**src/rtl/vertex_loader.sv**
```systemverilog
// Serial-to-parallel feeder for the matrix-vector multiplier: loads a 4x4 matrix,
// then presents one complete vertex at a time behind an out_valid/out_ready handshake.
module vertex_loader #(
  parameter int WIDTH     = 16,
  parameter int MAT_WORDS = 16,
  parameter int VEC_WORDS = 4
) (
  input  logic                                clk,
  input  logic                                rst,
  input  logic [WIDTH-1:0]                    in_data,
  input  logic                                in_valid,
  output logic                                in_ready,
  input  logic                                mat_reload,
  output logic [MAT_WORDS-1:0][WIDTH-1:0]     a,
  output logic [VEC_WORDS-1:0][WIDTH-1:0]     b,
  output logic                                mat_valid,
  output logic                                out_valid,
  input  logic                                out_ready,
  output logic [15:0]                         vtx_count
);

  localparam int CNT_W = $clog2(MAT_WORDS);

  typedef enum logic [1:0] {
    LOAD_MAT = 2'd0,
    LOAD_VTX = 2'd1,
    HOLD     = 2'd2
  } state_t;

  state_t                                state_reg;
  logic [CNT_W-1:0]                      cnt_reg;
  logic                                  mat_valid_reg;
  logic                                  out_valid_reg;
  logic [15:0]                           vtx_count_reg;
  logic [MAT_WORDS-1:0][WIDTH-1:0]       a_reg;
  logic [VEC_WORDS-1:0][WIDTH-1:0]       b_reg;
  logic [VEC_WORDS-2:0][WIDTH-1:0]       vbuf_reg;

  logic take;
  logic mat_take;
  logic vtx_take;
  logic vtx_done;

  assign in_ready = !rst && (state_reg == LOAD_MAT || state_reg == LOAD_VTX);
  assign take     = in_valid && in_ready;
  // A reload in the same cycle wins: the word on the bus is dropped.
  assign mat_take = take && !mat_reload && (state_reg == LOAD_MAT);
  assign vtx_take = take && !mat_reload && (state_reg == LOAD_VTX);
  assign vtx_done = vtx_take && (cnt_reg == CNT_W'(VEC_WORDS - 1));

  assign a         = a_reg;
  assign b         = b_reg;
  assign mat_valid = mat_valid_reg;
  assign out_valid = out_valid_reg;
  assign vtx_count = vtx_count_reg;

  generate
    for (genvar gi = 0; gi < MAT_WORDS; gi++) begin : g_mat_word
      always_ff @(posedge clk) begin
        if (rst) begin
          a_reg[gi] <= '0;
        end else if (mat_take && cnt_reg == CNT_W'(gi)) begin
          a_reg[gi] <= in_data;
        end
      end
    end

    for (genvar gi = 0; gi < VEC_WORDS - 1; gi++) begin : g_vbuf_word
      always_ff @(posedge clk) begin
        if (rst) begin
          vbuf_reg[gi] <= '0;
        end else if (vtx_take && cnt_reg == CNT_W'(gi)) begin
          vbuf_reg[gi] <= in_data;
        end
      end
    end

    // The last vertex word bypasses the buffer so b updates in one edge.
    for (genvar gi = 0; gi < VEC_WORDS; gi++) begin : g_b_word
      if (gi == VEC_WORDS - 1) begin : g_last
        always_ff @(posedge clk) begin
          if (rst) begin
            b_reg[gi] <= '0;
          end else if (vtx_done) begin
            b_reg[gi] <= in_data;
          end
        end
      end else begin : g_buffered
        always_ff @(posedge clk) begin
          if (rst) begin
            b_reg[gi] <= '0;
          end else if (vtx_done) begin
            b_reg[gi] <= vbuf_reg[gi];
          end
        end
      end
    end
  endgenerate

  always_ff @(posedge clk) begin
    if (rst) begin
      state_reg     <= LOAD_MAT;
      cnt_reg       <= '0;
      mat_valid_reg <= 1'b0;
      out_valid_reg <= 1'b0;
      vtx_count_reg <= '0;
    end else if (mat_reload) begin
      state_reg     <= LOAD_MAT;
      cnt_reg       <= '0;
      mat_valid_reg <= 1'b0;
      out_valid_reg <= 1'b0;
      vtx_count_reg <= '0;
    end else begin
      case (state_reg)
        LOAD_MAT: begin
          if (take) begin
            if (cnt_reg == CNT_W'(MAT_WORDS - 1)) begin
              state_reg     <= LOAD_VTX;
              mat_valid_reg <= 1'b1;
              cnt_reg       <= '0;
            end else begin
              cnt_reg <= cnt_reg + 1'b1;
            end
          end
        end
        LOAD_VTX: begin
          if (take) begin
            if (cnt_reg == CNT_W'(VEC_WORDS - 1)) begin
              state_reg     <= HOLD;
              out_valid_reg <= 1'b1;
              cnt_reg       <= '0;
            end else begin
              cnt_reg <= cnt_reg + 1'b1;
            end
          end
        end
        HOLD: begin
          if (out_ready) begin
            state_reg     <= LOAD_VTX;
            out_valid_reg <= 1'b0;
            vtx_count_reg <= vtx_count_reg + 16'd1;
          end
        end
        default: begin
          state_reg <= LOAD_MAT;
          cnt_reg   <= '0;
        end
      endcase
    end
  end

endmodule

```
**config.mk**
```make
export PLATFORM = sky130hd
export DESIGN_NAME = vertex_loader
export DESIGN_NICKNAME = d
export VERILOG_FILES = /design/src/rtl/vertex_loader.sv
export SDC_FILE = /design/constraint.sdc
export NUM_CORES = 1
export LEC_CHECK = 0
export ABC_AREA = 1
export CORE_ASPECT_RATIO = 1.5
export CORE_MARGIN = 3
export CORE_UTILIZATION = 45
export DETAILED_ROUTE_END_ITERATION = 10
export GPL_TIMING_DRIVEN = 0
export PLACE_DENSITY = 0.77
export SLEW_MARGIN = 20
export SYNTH_ARGS = -nofsm -noshare
export SYNTH_HDL_FRONTEND = slang
export SYNTH_SLANG_ARGS = --single-unit
export TNS_END_PERCENT = 100
```
**constraint.sdc**
```tcl
create_clock -name clk -period 1.7 [get_ports clk]
set_input_delay 0.425 -clock clk [delete_from_list [all_inputs] [get_ports clk]]
set_output_delay 0.425 -clock clk [all_outputs]
set_load 0.005 [all_outputs]
```
==> out/qor.csv <==
metric;value;unit
status;finished, final reports clean;
Syn Area/Cell;7.11;um2
Overall Global Routing Usage;28.0;%
hpwl dp;37600;um
Worst Path Arrival;2130;ps
number of flip-flops in the largest register;256;
Post-CTS Hold Buffers;0;
TritonCTS clock tree;built;
antenna diode count;0;
number of buffers and inverters on the critical path;1;
Clock Path Buffers;3;
largest cells by area after synthesis;dfxtp_1, nand2_1, nor2_1;
crit end category;flip-flop;
min Tclk post-route;1690;ps
Clock Skews;20.1;ps
DRC errors left;0;
slew margin rel.;33.4;%
Async SR Flop Fraction;0;%
clk slew on worst S/H paths;60;ps
Max Cap Viol;0;
worst skew pair latency;540;ps
nets;2547;
startpoint types;flip-flop;
Clock Sinks;392;
post-synthesis sequential area ratio;52.8;%
Hold Violations, Final;0;
vias in the first global route;14036;
largest net degree at the start of global routing;16;
slowest stage delay, CP;360;ps
global route overflow;0;
Yosys cell types;27;
initial antenna violation count;0;
most frequent CP cell;nor2_4;
Critical Path RT;2140;ps
final worst-path cycle share;99.1;%
post-route insts no fill;2956;
Place WS;-798;ps
DR pass1 iterations;7;
chip width;154;um
RSZ-0062 raised after global routing;true;
area grow syn2layout;38.1;%
Final Cell Area;20500;um2
Syn Inst Count;2093;
worst-path fanout max;6;
IO Port Bufs;358;
top-count cell post-synth;nand2_1;
clock buffer count from CTS;37;
Placement Cell Area;19000;um2
synthesized flop and latch total;392;
DR vias;14894;
number of synthesized flops with an enable pin;0;
Syn Nets;2119;
Pleak;9.73;nW
Hold Crit Class;flip-flop to flip-flop;
CP Cell Sequence;nor2_4 > nand2_4 > nor2_4 > nand2_4 > nor2_4 > buf_2 > nand2_1 > nand2_1 > nor2_1;
Pwr Total;18.5;mW
Mapped Area;14900;um2
share of layout cells above drive strength 1;11.9;%
slack of the critical path;15.0;ps
clk root buf;clkbuf_16;
Yosys warning total;0;
I/O Pins;360;
Least-Margin Pin Slew;999;ps
area leader, netlist;dfxtp_1;
placed insts;2861;
CTS H-tree depth;2;
top post-synthesis cells by count;nand2_1, nor2_1, dfxtp_1;
drt first-iter violations;898;
Starting Density;46.1;%
floorplan row count;80;
first-pass GRT wire length;78300;um
GPL Wtd Cong;0.917;
final wirelength;52100;um
PD cells;899;nW/um2
routed vias/inst;5.04;
slowest library cell on the worst path;dfxtp_2;
Finish-stage setup viols;0;
Worst VDD drop;0.844;mV
Crit path max-delay family;simple AND/OR/NAND/NOR gates;
top_reg_cell synth;dfxtp_1;
number of nets with antenna violations after routing;0;
max frequency;593;MHz
Core Util, Final;63.7;%
top cell type's share of synthesized area;52.8;%
CP Class;flip-flop to flip-flop;
Slew Limit Fails;0;
die height;229;um
die area;35300;um2
Placeable Area;32200;um2
WL per Instance;17.6;um
[tightest hold or removal path, stage by stage, from the launching register on]
cell and delay (ps):
dfxtp_1 310, inv_1 50, a21oi_1 50
[cell type report]
cell class	count	area, um2
clock inverter	11	148
sequential	392	7970
fill	2921	11700
tap	410	513
inverter	100	378
buffer	135	792
clock buffer	53	1070
timing repair buffer	389	3400
multi-input combinational	1466	6280
[metal layers]
layer  GRT usage, %  vias up  part of all wire (%)
met5              0        -                     0
met4           12.5        0                   4.8
met3           7.10      147                   8.2
met2           51.0      654                    51
met1           30.2     6762                    36
li1               -     7331                     -
[placed cells by master, fill, tap and decap left out, types with 18 or more instances in the layout]
| cell | instances |
|---|---|
| a21oi_1 | 128 |
| buf_2 | 31 |
| buf_4 | 53 |
| clkbuf_1 | 58 |
| clkbuf_16 | 38 |
| clkdlybuf4s50_1 | 18 |
| dfxtp_1 | 307 |
| dfxtp_2 | 79 |
| dlygate4sd2_1 | 339 |
| inv_1 | 79 |
| nand2_1 | 545 |
| nand3_1 | 123 |
| nor2_1 | 531 |
| nor2_4 | 21 |
| o21ai_0 | 50 |
| o21ai_1 | 21 |
[per-stage QoR]
step	setup TNS (ps)	hold slack, ps
after global routing	-2380	476
after detailed placement	-205210	443
final	0	451
after global placement	-195540	438
after CTS	-3750	435
after floorplan	-796	443
[power breakdown]
group / switching (mW) / leakage [nW] / internal [mW] / total [mW]
sequential: 0.0140 / 3.20 / 9.20 / 9.21
clock: 3.58 / 0.595 / 4.84 / 8.42
combinational: 0.631 / 5.93 / 0.209 / 0.840
total: 4.23 / 9.73 / 14.2 / 18.5
[final timing paths]
kind,from,slack (ps),cells after the start,endpoint
setup / recovery,state_reg[1],10,9,a[202]
hold / removal,mat_valid,450,2,mat_valid
setup reg to reg,state_reg[1],10,9,a[202]
hold reg to reg,mat_valid,450,2,mat_valid
[kinds of logic after synthesis]
kind of cell | share of synthesized area (%)
compound gates | 6.85
xor+xnor | 0.118
fa+ha+maj | 0.421
buf+inv | 6.41
flops | 52.8
simple gates | 33.4
[repair_timing]
item	CTS	global route
pin swaps	7	13
setup endpoints to repair	695	323
gates cloned	0	1
resized for setup	510	107
buffers inserted	15	15
Power figures use the tool's default switching activity.
